$ cat config.mk
export PLATFORM = sky130hd
export DESIGN_NAME = tracer_udma_stream_ctrl
export DESIGN_NICKNAME = d
export VERILOG_FILES = /design/src/rtl/tracer_pkg.sv /design/src/rtl/tracer_pkt_fifo.sv /design/src/rtl/tracer_udma_stream_ctrl.sv
export SDC_FILE = /design/constraint.sdc
export NUM_CORES = 1
export LEC_CHECK = 0
export ABC_AREA = 0
export CAP_MARGIN = 20
export CORE_MARGIN = 4
export CORE_UTILIZATION = 45
export DETAILED_ROUTE_END_ITERATION = 16
export PLACE_DENSITY_LB_ADDON = 0.1
export SLEW_MARGIN = 20
export SYNTH_ARGS = -nofsm -noshare
export SYNTH_HDL_FRONTEND = slang
export SYNTH_SLANG_ARGS = --single-unit
$ cat constraint.sdc
create_clock -name clk_i -period 6.64 [get_ports clk_i]
set_input_delay 1.328 -clock clk_i [delete_from_list [all_inputs] [get_ports clk_i]]
set_output_delay 1.328 -clock clk_i [all_outputs]
set_load 0.01 [all_outputs]
$ cat src/rtl/tracer_pkg.sv
// Shared types and constants for the trace-to-uDMA streaming controller.
//   stream_state_e      : packet sequencing states of the top-level FSM
//   UDMA_DATASIZE_WORD  : uDMA datasize encoding for 32-bit transfers
package tracer_pkg;

  typedef enum logic [1:0] {
    ACCEPT = 2'd0,
    DROP   = 2'd1,
    FLUSH  = 2'd2
  } stream_state_e;

  localparam logic [1:0] UDMA_DATASIZE_WORD = 2'b10;

endpackage

$ cat src/rtl/tracer_pkt_fifo.sv
// Commit/rewind FIFO for trace packets.
// Words are written speculatively at wr_spec; they become visible to the
// reader only once committed (wr_commit catches up). A rewind abandons the
// uncommitted tail of the current packet. Pointers carry one extra wrap bit.
// Ports:
//   clk_i, rst_ni : clock, asynchronous active-low reset
//   push          : write push_data at wr_spec and advance it
//   push_data     : word to write
//   commit        : with push, publish everything up to and including this word
//   rewind        : return wr_spec to wr_commit (takes precedence over push)
//   pop           : advance rd
//   flush         : clear all pointers (highest priority)
//   rd_data       : word at rd
//   full          : speculative occupancy equals DEPTH
//   avail         : at least one committed word is readable
//   fill          : committed words not yet read
module tracer_pkt_fifo #(
  parameter int unsigned DEPTH      = 16,
  parameter int unsigned DATA_WIDTH = 32
) (
  input  logic                    clk_i,
  input  logic                    rst_ni,
  input  logic                    push,
  input  logic [DATA_WIDTH-1:0]   push_data,
  input  logic                    commit,
  input  logic                    rewind,
  input  logic                    pop,
  input  logic                    flush,
  output logic [DATA_WIDTH-1:0]   rd_data,
  output logic                    full,
  output logic                    avail,
  output logic [$clog2(DEPTH):0]  fill
);

  localparam int unsigned AW = $clog2(DEPTH);
  localparam int unsigned PW = AW + 1;
  localparam logic [PW-1:0] DEPTH_P = PW'(DEPTH);

  logic [DATA_WIDTH-1:0] mem [DEPTH];
  logic [PW-1:0]         rd;
  logic [PW-1:0]         wr_spec;
  logic [PW-1:0]         wr_commit;

  always_ff @(posedge clk_i or negedge rst_ni) begin
    if (!rst_ni) begin
      rd        <= '0;
      wr_spec   <= '0;
      wr_commit <= '0;
    end else if (flush) begin
      rd        <= '0;
      wr_spec   <= '0;
      wr_commit <= '0;
    end else begin
      if (pop) rd <= rd + 1'b1;
      if (rewind) begin
        wr_spec <= wr_commit;
      end else if (push) begin
        wr_spec <= wr_spec + 1'b1;
        if (commit) wr_commit <= wr_spec + 1'b1;
      end
    end
  end

  always_ff @(posedge clk_i) begin
    if (push && !flush) mem[wr_spec[AW-1:0]] <= push_data;
  end

  assign rd_data = mem[rd[AW-1:0]];
  assign full    = (wr_spec - rd) == DEPTH_P;
  assign avail   = rd != wr_commit;
  assign fill    = wr_commit - rd;

endmodule

$ cat src/rtl/tracer_udma_stream_ctrl.sv
// Trace packet sequencer feeding the uDMA RX data channel.
// Packets are staged in a commit/rewind FIFO and only released once their
// last word is stored. A packet that does not fit is dropped whole (counted,
// with a one-cycle overflow pulse); cfg_rx_clr_i flushes everything without
// counting, and the remainder of an interrupted packet is then discarded.
// Ports:
//   clk_i, rst_ni        : clock, asynchronous active-low reset
//   pkt_data_i/last/valid: encoder word stream; pkt_ready_o low only in FLUSH
//   data_rx_*            : uDMA RX stream; datasize fixed to word
//   cfg_rx_en_i          : uDMA RX channel enabled, gates output valid
//   cfg_rx_clr_i         : flush pulse
//   drop_clr_i           : clear the saturating drop counter
//   drop_cnt_o           : dropped packets
//   overflow_o           : one-cycle pulse per dropped packet
//   fill_o               : committed words buffered
module tracer_udma_stream_ctrl
  import tracer_pkg::*;
#(
  parameter int unsigned DEPTH      = 16,
  parameter int unsigned DATA_WIDTH = 32,
  parameter int unsigned CNT_WIDTH  = 16
) (
  input  logic                    clk_i,
  input  logic                    rst_ni,
  input  logic [DATA_WIDTH-1:0]   pkt_data_i,
  input  logic                    pkt_last_i,
  input  logic                    pkt_valid_i,
  output logic                    pkt_ready_o,
  output logic [DATA_WIDTH-1:0]   data_rx_data_o,
  output logic                    data_rx_valid_o,
  input  logic                    data_rx_ready_i,
  output logic [1:0]              data_rx_datasize_o,
  input  logic                    cfg_rx_en_i,
  input  logic                    cfg_rx_clr_i,
  input  logic                    drop_clr_i,
  output logic [CNT_WIDTH-1:0]    drop_cnt_o,
  output logic                    overflow_o,
  output logic [$clog2(DEPTH):0]  fill_o
);

  stream_state_e state_q, state_d;
  logic          in_pkt_q;
  logic [CNT_WIDTH-1:0] drop_cnt_q;
  logic          overflow_q;

  logic hs;
  logic push, commit, rewind, drop, pop;
  logic full, avail;

  assign pkt_ready_o = (state_q != FLUSH);
  assign hs          = pkt_valid_i & pkt_ready_o;

  always_comb begin
    state_d = state_q;
    push    = 1'b0;
    commit  = 1'b0;
    rewind  = 1'b0;
    drop    = 1'b0;
    // A flush overrides any write activity; the flushed data is not a drop.
    if (cfg_rx_clr_i) begin
      state_d = FLUSH;
    end else begin
      unique case (state_q)
        ACCEPT: begin
          if (hs) begin
            if (!full) begin
              push   = 1'b1;
              commit = pkt_last_i;
            end else begin
              // No room: abandon the whole packet, including words already stored.
              rewind = 1'b1;
              drop   = 1'b1;
              if (!pkt_last_i) state_d = DROP;
            end
          end
        end
        DROP: begin
          if (hs && pkt_last_i) state_d = ACCEPT;
        end
        FLUSH: begin
          state_d = in_pkt_q ? DROP : ACCEPT;
        end
        default: state_d = ACCEPT;
      endcase
    end
  end

  always_ff @(posedge clk_i or negedge rst_ni) begin
    if (!rst_ni) begin
      state_q    <= ACCEPT;
      in_pkt_q   <= 1'b0;
      drop_cnt_q <= '0;
      overflow_q <= 1'b0;
    end else begin
      state_q    <= state_d;
      overflow_q <= drop;
      if (hs) in_pkt_q <= !pkt_last_i;
      if (drop_clr_i) begin
        drop_cnt_q <= '0;
      end else if (drop && (drop_cnt_q != '1)) begin
        drop_cnt_q <= drop_cnt_q + 1'b1;
      end
    end
  end

  assign data_rx_valid_o    = cfg_rx_en_i & avail & (state_q != FLUSH);
  assign pop                = data_rx_valid_o & data_rx_ready_i;
  assign data_rx_datasize_o = UDMA_DATASIZE_WORD;
  assign drop_cnt_o         = drop_cnt_q;
  assign overflow_o         = overflow_q;

  tracer_pkt_fifo #(
    .DEPTH      (DEPTH),
    .DATA_WIDTH (DATA_WIDTH)
  ) u_fifo (
    .clk_i     (clk_i),
    .rst_ni    (rst_ni),
    .push      (push),
    .push_data (pkt_data_i),
    .commit    (commit),
    .rewind    (rewind),
    .pop       (pop),
    .flush     (cfg_rx_clr_i),
    .rd_data   (data_rx_data_o),
    .full      (full),
    .avail     (avail),
    .fill      (fill_o)
  );

endmodule

==> metrics, run 1 <==
final layout net count 1,321; Placer Congestion between 0.7 and 0.8; overall die width between 200 and 250 microns; actual slew at the worst max-slew pin roughly 1 ns; setup repair after global routing missed its margin no; sort of element at the start of the critical path flop; total half-perimeter wirelength after legalization and detailed placement 26,500 microns; number of global-route vias before repair approximately 11,000; synthesized-area fraction occupied by and/or/nand/nor cells 0.0586; power density relative to cell area 279 nW/um^2; Inserted Diodes 0; min Tclk post-route 4.96 ns; wirelength, routed 48,400 microns; number of standard cells after synthesis 1,146; initial standard-cell utilization of the core 0.454; number of synthesized register bits 547; maximum number of pins on one net before global-route repair 57; die span in y 227 microns; wire length of the first global-routing pass between 70,000 and 80,000 microns; sequential-to-total area share from yosys stat 0.751; worst hold path type reg2reg; mean post-synth cell area 18.9 sq um; cell total after placement 1,823; Fmax 201 MHz; sinks on the clock net 547; number of buffers inserted for hold repair after clock tree synthesis 0; fraction of synthesized cell area in xor and xnor cells 0.00769; post-cts resize count 0; final worst path period share 0.748; post-synth cell types slightly below 50; DRC errors left 0; Multi-input gate area 5170 sq um; FFs w/ async S/R, synth 0.0640; signal arrival time at the worst endpoint 3.64 ns; first-pass detailed-route iteration total 5; combined area of all synthesized cells 21,600 sq um; largest clock skew in the final design approximately 0.027 ns; status finished clean; minimum hold slack about 0.56 ns; number of buffers added for setup after CTS 0; compound-gate portion of the synthesized area 0.0220; CTS tree built; count of synthesis-stage warnings from yosys 0; 1st-iter DRT viols 889; CTS H-tree lvls 2; Layout fillers 3,799; number of antenna-violating nets in the routed design 0; total of endpoints with negative setup slack in the final report 0; area taken by flip-flops and latches approximately 16,000 sq um; detailed-route wire length per cell 25.2 microns; Inserted Clock Buffers 56; Via Count ~11,000; relative max-transition margin 0.340; Post-synth top flop sky130_fd_sc_hd__edfxtp_1; Syn-to-layout area delta 16.3%; Post-Layout Cell Count between 1,500 and 2,000; peak supply drop 0.280 mV; clk buf depth 3; clock root buffer sky130_fd_sc_hd__clkbuf_16; Clock transition at path regs 0.06 ns; synthesized-area fraction occupied by adder cells 0.00902; mux share of post-synthesis cell area 0.136; total die area 51,700 sq um; max-cap violations 0; Final TNS setup 0 ns; number of antenna violations at the first check in global routing 0; largest family of logic cells by synthesized area multiplexers; data required time of the worst path 5.31 ns; Post-Synthesis Net Count 1,201; number of primary I/O pins 98; leakage power 8.02 nW; number of cell rows 80; number of endpoints with negative hold slack in the final report 0; global-route usage over all layers 0.190; class of the most critical setup path reg2out; maximum fanout along the worst path 36; fraction of final layout cells with drive strength greater than 1 0.203; number of enable-type register cells in the synthesized netlist 512; Crit. End Element output pin; via/cell ratio 5.70; global-route congestion overflow total 0; insertion delay to the later sink of the worst-skew pair ~0.6 ns; core region area 47,600 sq um; count of port buffers added during placement 95; total count of max-transition violations in the final report 0
synth_stat cells (6+ instances only):
library cell | count | area share
sky130_fd_sc_hd__a21oi_1 | 17 | 0.0039
sky130_fd_sc_hd__ha_1 | 14 | 0.0081
sky130_fd_sc_hd__nor2_1 | 36 | 0.0062
sky130_fd_sc_hd__xnor2_1 | 11 | 0.0045
sky130_fd_sc_hd__nand2_1 | 144 | 0.025
sky130_fd_sc_hd__dfrtp_1 | 35 | 0.040
sky130_fd_sc_hd__inv_1 | 15 | 0.0026
sky130_fd_sc_hd__buf_2 | 13 | 0.0030
sky130_fd_sc_hd__edfxtp_1 | 512 | 0.71
sky130_fd_sc_hd__nor4_1 | 6 | 0.0017
sky130_fd_sc_hd__nor3_1 | 11 | 0.0025
sky130_fd_sc_hd__xor2_1 | 8 | 0.0032
sky130_fd_sc_hd__a31oi_1 | 38 | 0.011
sky130_fd_sc_hd__nand2b_1 | 7 | 0.0020
sky130_fd_sc_hd__nand3_1 | 11 | 0.0025
sky130_fd_sc_hd__clkbuf_1 | 43 | 0.0075
sky130_fd_sc_hd__nand4_1 | 6 | 0.0017
sky130_fd_sc_hd__and3_1 | 35 | 0.010
sky130_fd_sc_hd__mux4_2 | 128 | 0.13
flip-flops by register name, indices dropped and copies added, names as in the netlist:
signal,count
u_fifo.rd,5
in_pkt_q,1
drop_cnt_o,16
state_q,2
overflow_o,1
u_fifo.wr_commit,5
u_fifo.mem,512
u_fifo.wr_spec,5
layout by cell type (no fill, tap or decap), types with 3 or more instances in the layout:
cell type                         instances
sky130_fd_sc_hd__nor3_2                   6
sky130_fd_sc_hd__a21o_1                   3
sky130_fd_sc_hd__nor2_1                  25
sky130_fd_sc_hd__nor3_1                   6
sky130_fd_sc_hd__or3_1                    4
sky130_fd_sc_hd__clkinv_2                13
sky130_fd_sc_hd__a211oi_1                 4
sky130_fd_sc_hd__a21oi_1                 17
sky130_fd_sc_hd__edfxtp_1               512
sky130_fd_sc_hd__nand2_1                144
sky130_fd_sc_hd__clkdlybuf4s50_1         95
sky130_fd_sc_hd__dfrtp_1                 31
sky130_fd_sc_hd__bufinv_16                3
sky130_fd_sc_hd__clkinvlp_4               3
sky130_fd_sc_hd__xor2_1                   8
sky130_fd_sc_hd__nand2b_1                 7
sky130_fd_sc_hd__xnor2_1                 11
sky130_fd_sc_hd__a31oi_1                 38
sky130_fd_sc_hd__clkbuf_16               57
sky130_fd_sc_hd__mux2i_1                  4
sky130_fd_sc_hd__nor2_4                  11
sky130_fd_sc_hd__clkinv_1                16
sky130_fd_sc_hd__inv_1                   14
sky130_fd_sc_hd__buf_4                   28
sky130_fd_sc_hd__nand3_1                 11
sky130_fd_sc_hd__o21ai_0                  5
sky130_fd_sc_hd__dfrtp_4                  3
sky130_fd_sc_hd__clkbuf_1                 9
sky130_fd_sc_hd__ha_1                    14
sky130_fd_sc_hd__mux4_2                 128
sky130_fd_sc_hd__nor4_1                   6
sky130_fd_sc_hd__nand4_1                  6
sky130_fd_sc_hd__and3_1                  35
stage by stage:
step | instance area, sq um | total power [W] | worst slack (ns) | util
after floorplan | 21600 | 0.00401 | 1.57 | -
after CTS | 25200 | 0.00711 | 1.63 | 0.528
final | 25200 | 0.00702 | 1.68 | 0.528
after detailed placement | 23500 | 0.00415 | 1.87 | 0.492
after global routing | 25200 | 0.00728 | 1.47 | 0.528
after global placement | 23500 | 0.00414 | 1.92 | 0.492
final timing paths:
kind / from / to / slack, ns / cells past startpoint
setup / recovery: u_fifo.rd[2] / fill_o[4] / 1.68 / 6
hold / removal: in_pkt_q / in_pkt_q / 0.56 / 2
setup reg to reg: u_fifo.rd[2] / u_fifo.mem[12][31] / 2.14 / 9
hold reg to reg: in_pkt_q / in_pkt_q / 0.56 / 2
max in group asynchronous: rst_ni / u_fifo.rd[2] / 5.11 / 2
min in group asynchronous: rst_ni / drop_cnt_o[12] / 1.16 / 2
layout make-up:
class,instances,share of cell area
clock buffers,66,0.0580
clock inverters,36,0.00999
repair buffers,125,0.0477
multi-input cells,520,0.205
flip-flops and latches,547,0.646
well taps,615,0.0306
inverters,16,0.00239
metal layers:
layer | vias up | wire, microns | global-route usage
met5 | - | 0 | 0
met2 | 278 | 23500 | 0.303
met4 | 0 | 918 | 0.0484
met3 | 65 | 2430 | 0.0298
met1 | 5821 | 21600 | 0.280
li1 | 4814 | - | -
report_power, final:
group	total, W	internal [W]	switching [W]
clock	0.00295	0.00168	0.00127
sequential	0.00380	0.00379	0.0000159
combinational	0.000267	0.000126	0.000141
total	0.00702	0.00559	0.00143
worst max-delay path, stage by stage, from the launching register on:
cell and delay, ns:
sky130_fd_sc_hd__dfrtp_4 0.72, sky130_fd_sc_hd__inv_2 0.76, sky130_fd_sc_hd__ha_1 0.44, sky130_fd_sc_hd__a21o_1 0.18
sky130_fd_sc_hd__a21oi_1 0.17, sky130_fd_sc_hd__xor2_1 0.16, sky130_fd_sc_hd__clkdlybuf4s50_1 0.55
logic make-up (layout without fill, tap and decap cells):
kind of cell             count (synthesis)  count (layout)
flip-flops                             547             547
AND/OR/NAND/NOR                        274             274
multiplexers                           134             134
buffers and inverters                   79             243
AO/OA/AOI/OAI                           76              76
XOR/XNOR                                19              19
adder cells (fa/ha/maj)                 15              15
other                                    2               2
Power figures use the tool's default switching activity.
==> run 2: changes to the inputs <==
==> constraint.sdc (replaced) <==
create_clock -name clk_i -period 4.68 [get_ports clk_i]
set_input_delay 0.936 -clock clk_i [delete_from_list [all_inputs] [get_ports clk_i]]
set_output_delay 0.936 -clock clk_i [all_outputs]
set_load 0.01 [all_outputs]
==> metrics, run 2 (synthesis gave the netlist of run 1 again) <==
status finished clean; initial standard-cell utilization of the core 0.454 (unchanged); global-route congestion overflow total 0 (unchanged); length in cells of the worst reg-to-reg path 9 (unchanged); leading cell type in the layout, fill and taps excluded sky130_fd_sc_hd__edfxtp_1; setup repair after global routing missed its margin no; number of global-route vias before repair 11,472 (+0.026%); actual slew at the worst max-slew pin 0.854 ns (-0.136 ns); amount of wire on met2 after detailed routing 23,300 microns (-0.79%); Top delay family on crit path buffers and inverters; class of the most critical setup path reg2out; total half-perimeter wirelength after legalization and detailed placement 26,400 microns (-0.39%); final layout net count 1,333 (+0.91%); met1 routed wirelength after detailed routing 22,000 microns (+1.8%); overall die width 227 microns (unchanged); endpoint of the worst register-to-register path u_fifo.mem[10][28]; share of total power consumed by net switching 0.200 (-0.00342); Syn-to-layout area delta 17.6%; startpoint of the worst register-to-register path u_fifo.rd[3]; number of antenna violations at the first check in global routing 0 (unchanged); power density relative to cell area 397 nW/um^2 (+42%); clock root buffer sky130_fd_sc_hd__clkbuf_16; number of antenna-violating nets in the routed design 0 (unchanged); sequential share of power 0.534 (-0.008); number of primary I/O pins 98 (unchanged); number of cell rows 80 (unchanged); minimum hold slack 0.311 ns (-0.246 ns); total count of max-transition violations in the final report 0 (unchanged); insertion delay to the later sink of the worst-skew pair 0.60 ns (about the same); Via Count 10,985 (+0.064%); top routing layer used met4; global-route usage over all layers 0.191 (+0.000433); total power of the final layout 0.0101 W (+44%); detailed-route wire length per cell 24.9 microns (-1.1%); CTS H-tree lvls 2 (unchanged); total of endpoints with negative setup slack in the final report 0 (unchanged); DRC errors left 0 (unchanged); core region area 47,600 sq um (unchanged); Clock transition at path regs 0.06 ns (about the same); number of buffers added for setup after CTS 0 (unchanged); total net switching power 0.00202 W (+41%); routed length on met3 2160 microns (-11%); maximum fanout along the worst path 97 (+170%); max-cap violations 0 (unchanged); peak supply drop 0.347 mV (+24%); relative contribution of the clock network to total power 0.428 (+0.008); relative max-transition margin 0.431 (+0.0906); via/cell ratio 5.67 (-0.56%); post-cts resize count 0 (unchanged); largest clock skew in the final design 0.0162 ns (-0.0104 ns); number of endpoints with negative hold slack in the final report 0 (unchanged); data required time of the worst path 3.74 ns (-1.57 ns); min Tclk post-route 4.15 ns; clk buf depth 3 (unchanged); Inserted Clock Buffers 54 (-3.6%); wire length of the first global-routing pass 73,400 microns (about the same); Crit. End Element output pin; Fmax 241 MHz; total internal power 0.00807 W (+44%); first-pass detailed-route iteration total 4 (-1); total die area 51,700 sq um (unchanged); CTS tree built; leakage power 8.10 nW (+0.97%); wirelength, routed 48,200 microns (-0.48%); 1st-iter DRT viols 896 (+0.79%); number of buffers inserted for hold repair after clock tree synthesis 0 (unchanged); final worst path period share 0.887; worst path bufs/invs 2 (unchanged); Worst path slowest cell sky130_fd_sc_hd__clkdlybuf4s50_1; signal arrival time at the worst endpoint 3.22 ns (-0.42 ns); Placer Congestion 0.710 (-5.0%); slack of the worst reg-to-reg path 1.16 ns (-0.98 ns); worst hold path type in2async; Inserted Diodes 0 (unchanged); fraction of final layout cells with drive strength greater than 1 0.210 (+0.00648); maximum number of pins on one net before global-route repair 98 (+72%); Final TNS setup 0 ns (unchanged); Largest register FFs 512 (unchanged); die span in y 227 microns (unchanged); sort of element at the start of the critical path flop; count of port buffers added during placement 95 (unchanged); highest-count cells in the layout ignoring fill and taps 512 x sky130_fd_sc_hd__edfxtp_1, 144 x sky130_fd_sc_hd__nand2_1, 128 x sky130_fd_sc_hd__mux4_2; sinks on the clock net 547 (unchanged); critical path's largest stage delay 0.62 ns (-0.14 ns); cell breakdown of the critical path buf_12 > mux4_2 > nand2_1 > and3_1 > a31oi_1 > clkdlybuf4s50_1; relative contribution of combinational cells to total power 0.039 (about the same)
==> run 2: how the worst max path moves through the flow <==
stage,start,endpoint,slack (ns),cells past startpoint
3_3_place_gp,pkt_valid_i,u_fifo.mem[10][31],0.69,7
4_1_cts,u_fifo.rd[0],data_rx_data_o[8],0.52,6
2_1_floorplan,u_fifo.rd[2],u_fifo.mem[4][0],0.45,11
5_1_grt,u_fifo.rd[0],data_rx_data_o[8],0.43,6
3_5_place_dp,pkt_valid_i,u_fifo.mem[10][31],0.68,7
6_report,u_fifo.rd[2],data_rx_data_o[0],0.53,6
==> run 2: worst reg2reg max path, delay by kind of cell, from the launching register on <==
family	cells	cell delay, ns
adders and majority gates	1	0.41
AOI/OAI and AO/OA	1	0.09
and+or+nand+nor	4	1.24
buffers and inverters	2	0.87
xor gates and xnor gates	1	0.18
DFF	1	0.40
==> run 2: area by class of cell <==
cell class	instances	area, sq um
inverter	16	60.1
sequential	547	16300
multi-input combinational	520	5200
tap	615	769
clock inverter	30	320
fill	3816	22200
clock buffer	70	1450
timing repair buffer	139	1380
==> run 2: stage by stage <==
stage	util	instances	cell area [sq um]	setup slack (ns)
after floorplan	-	1146	21700	0.453
after global routing	0.534	1937	25400	0.433
after detailed placement	0.497	1837	23700	0.684
after CTS	0.534	1937	25400	0.523
after global placement	0.497	1837	23700	0.691
final	0.534	1937	25400	0.527
==> run 2: layer usage <==
metal,global-route usage,up-vias
li1,-,4843
met1,0.284,5851
met2,0.302,242
met3,0.0306,49
met4,0.0457,0
met5,0,-
==> run 2: power by group through the flow <==
stage / sequential, W / clock [W] / combinational, W
floorplan: 0.00548 / 0 / 0.000201
global placement: 0.00549 / 0 / 0.000394
detailed placement: 0.00549 / 0 / 0.000397
CTS: 0.00538 / 0.00443 / 0.000398
global route: 0.00538 / 0.00466 / 0.000428
finish: 0.00538 / 0.00432 / 0.000389
==> run 3: changes to the inputs <==
--- a/config.mk
+++ b/config.mk
@@ -14,4 +14,5 @@
 export SLEW_MARGIN = 20
 export SYNTH_ARGS = -nofsm -noshare
 export SYNTH_HDL_FRONTEND = slang
+export SYNTH_HIERARCHICAL = 1
 export SYNTH_SLANG_ARGS = --single-unit
==> metrics, run 3 <==
post-synth cell types 51 (+4.1%); count of synthesis-stage warnings from yosys 6 (+6); number of buffers inserted for hold repair after clock tree synthesis 0 (unchanged); largest family of logic cells by synthesized area multiplexers; total net switching power 0.00191 W (-5.6%); CTS H-tree lvls 2 (unchanged); maximum number of pins on one net before global-route repair 111 (+13%); Fmax 229 MHz (-4.8%); combined area of all synthesized cells 21,500 sq um (-0.75%); Post-Synthesis Net Count 1,103 (-8.2%); commonest cells in the synthesized netlist 512 x sky130_fd_sc_hd__edfxtp_1, 128 x sky130_fd_sc_hd__mux4_2, 64 x sky130_fd_sc_hd__a22oi_1, 42 x sky130_fd_sc_hd__nand2_1, 35 x sky130_fd_sc_hd__dfrtp_1; detailed-route wire length per cell 25.4 microns (+2.0%); actual slew at the worst max-slew pin 0.826 ns (-0.0275 ns); CTS tree built; synthesized-area fraction occupied by adder cells 0.00909 (+0.0000678); initial standard-cell utilization of the core 0.459 (+0.00425); total of endpoints with negative setup slack in the final report 0 (unchanged); area leader, netlist sky130_fd_sc_hd__edfxtp_1; cell breakdown of the critical path buf_4 > mux4_2 > a22oi_1 > nand2_1 > clkdlybuf4s50_1; Post-synth top flop sky130_fd_sc_hd__edfxtp_1; setup repair after global routing missed its margin no; largest clock skew in the final design 0.0212 ns (+0.00507 ns); global-route usage over all layers 0.186 (-0.00492); data required time of the worst path 3.74 ns (about the same); power density relative to cell area 397 nW/um^2 (about the same); relative max-transition margin 0.449 (+0.0184); number of enable-type register cells in the synthesized netlist 512 (unchanged); total internal power 0.00813 W (+0.75%); overall die width 226 microns (-0.36%); Syn-to-layout area delta 17.9%; highest-count cells in the layout ignoring fill and taps 512 x sky130_fd_sc_hd__edfxtp_1, 128 x sky130_fd_sc_hd__mux4_2, 95 x sky130_fd_sc_hd__clkdlybuf4s50_1; total power of the final layout 0.0100 W (-0.52%); clock root buffer sky130_fd_sc_hd__clkbuf_16; maximum fanout along the worst path 37 (-62%); status finished clean; count of port buffers added during placement 95 (unchanged); cell total after placement 1,738 (-5.4%); Final TNS setup 0 ns (unchanged); global-route congestion overflow total 0 (unchanged); Crit. End Element output pin; number of synthesized register bits 547 (unchanged); Placer Congestion 0.740 (+4.2%); worst hold path type reg2reg; sequential-to-total area share from yosys stat 0.756 (+0.00564); max-cap violations 0 (unchanged); DRC errors left 0 (unchanged); Largest register FFs 512 (unchanged); class of the most critical setup path reg2out; fraction of final layout cells with drive strength greater than 1 0.225 (+0.0155); 1st-iter DRT viols 807 (-9.9%); proportion of netlist area held by the largest area contributor 0.716 (+0.00534); Worst path slowest cell sky130_fd_sc_hd__dfrtp_4; Inserted Diodes 0 (unchanged); clk buf depth 3 (unchanged); compound-gate portion of the synthesized area 0.0362 (+0.0142); mean post-synth cell area 20.5 sq um (+8.5%); minimum hold slack 0.521 ns (+0.210 ns); number of antenna violations at the first check in global routing 0 (unchanged); wire length of the first global-routing pass 70,800 microns (-3.6%); total count of max-transition violations in the final report 0 (unchanged); number of buffers added for setup after CTS 0 (unchanged); peak supply drop 0.302 mV (-13%); signal arrival time at the worst endpoint 3.43 ns (+0.21 ns); number of primary I/O pins 98 (unchanged); sinks on the clock net 547 (unchanged); Finished Core Util 0.540 (+0.00640); most frequent cell after synthesis sky130_fd_sc_hd__edfxtp_1; relative contribution of the clock network to total power 0.448 (+0.020); insertion delay to the later sink of the worst-skew pair 0.60 ns (about the same); Via Count 10,477 (-4.6%); relative contribution of combinational cells to total power 0.018 (-0.021); sort of element at the start of the critical path flop; Inserted Clock Buffers 56 (+3.7%); worst path bufs/invs 2 (unchanged); core region area 46,900 sq um (-1.7%); sequential share of power 0.534 (about the same); number of endpoints with negative hold slack in the final report 0 (unchanged); cell types occupying the most area after synthesis sky130_fd_sc_hd__edfxtp_1 72%, sky130_fd_sc_hd__mux4_2 13%, sky130_fd_sc_hd__dfrtp_1 4.1%; leading cell type in the layout, fill and taps excluded sky130_fd_sc_hd__edfxtp_1; final worst path period share 0.932 (+0.0449); number of antenna-violating nets in the routed design 0 (unchanged); wirelength, routed 46,700 microns (-3.2%); total half-perimeter wirelength after legalization and detailed placement 26,300 microns (about the same); die span in y 226 microns (-0.36%); leakage power 8.02 nW (-0.98%); Clock transition at path regs 0.06 ns (about the same); number of global-route vias before repair 10,988 (-4.2%); synthesized-area fraction occupied by and/or/nand/nor cells 0.0367 (-0.0219); post-cts resize count 0 (unchanged); via/cell ratio 5.70 (+0.51%); FFs w/ async S/R, synth 0.0640 (unchanged); number of standard cells after synthesis 1,048 (-8.6%); Top delay family on crit path buffers and inverters; min Tclk post-route 4.36 ns (+0.210 ns); mux share of post-synthesis cell area 0.138 (+0.00143); first-pass detailed-route iteration total 5 (+1); share of total power consumed by net switching 0.190 (-0.0102); number of cell rows 79 (-1.3%); Post-Layout Cell Count 1,838 (-5.1%); critical path's largest stage delay 0.92 ns (+0.30 ns); final layout net count 1,244 (-6.7%); fraction of synthesized cell area in xor and xnor cells 0.00693 (-0.000758); total die area 51,300 sq um (-0.72%)
## run 3: changes by cell type after synthesis, sizes merged, moves of 5 or more
cell	previous run	this run
and3	35	13
nand4	6	11
nand2	144	42
a22oi	0	64
and2	1	8
a31oi	38	2
nor3	12	1
nor2	36	26
buf	20	26
nand2b	8	3
clkbuf	43	27
## run 3: area by class of cell
cell class                      count  area (sq um)
Multi-Input combinational cell    428          4950
Sequential cell                   547         16300
Fill cell                        3664         21500
Clock inverter                     34           389
Tap cell                          607           759
Inverter                           19          71.3
Timing Repair Buffer              137          1430
Clock buffer                       66          1460
## run 3: final timing paths
| path | slack (ns) | startpoint | endpoint | depth (start not counted) |
|---|---|---|---|---|
| max reg2reg | 1.06 | u_fifo/rd[2] | u_fifo/mem[2][0] | 11 |
| max in group asynchronous | 3.51 | rst_ni | u_fifo/rd[1] | 2 |
| min in group asynchronous | 0.78 | rst_ni | drop_cnt_o[10] | 2 |
| min reg2reg | 0.52 | in_pkt_q | state_q[0] | 2 |
| max | 0.32 | u_fifo/rd[0] | data_rx_data_o[17] | 5 |
| min | 0.52 | in_pkt_q | state_q[0] | 2 |
## run 3: worst min-delay path: stages (launching register included)
cell and delay [ns]:
sky130_fd_sc_hd__dfrtp_1 0.35, sky130_fd_sc_hd__a21oi_1 0.06, sky130_fd_sc_hd__nor2_1 0.07
## run 3: power groups by stage
stage	combinational (W)	sequential (W)	clock (W)
finish	0.000181	0.00537	0.00449
global route	0.000200	0.00536	0.00483
CTS	0.000186	0.00537	0.00461
detailed placement	0.000186	0.00547	0
global placement	0.000182	0.00547	0
floorplan	0.0000541	0.00547	0
## run 3: cells by family (layout without fill, tap and decap cells)
| group | after synthesis | in the layout |
|---|---|---|
| multiplexers | 135 | 135 |
| AND/OR/NAND/NOR | 148 | 148 |
| flip-flops | 547 | 547 |
| buffers and inverters | 73 | 256 |
| adder cells (fa/ha/maj) | 15 | 15 |
| other | 2 | 2 |
| AO/OA/AOI/OAI | 111 | 111 |
| XOR/XNOR | 17 | 17 |
## run 3: routing by layer
| metal | vias to the layer above | track usage | wire (microns) |
|---|---|---|---|
| met4 | 0 | 0.0475 | 906 |
| met2 | 178 | 0.301 | 23100 |
| met3 | 63 | 0.0246 | 1500 |
| li1 | 4633 | - | - |
| met5 | - | 0 | 0 |
| met1 | 5603 | 0.271 | 21100 |
## run 3: through the flow
step,worst slack (ns),cell area (sq um)
finish,0.316,25300
global route,0.0606,25300
CTS,0.165,25300
detailed placement,0.808,23500
global placement,0.791,23500
floorplan,0.0942,21500
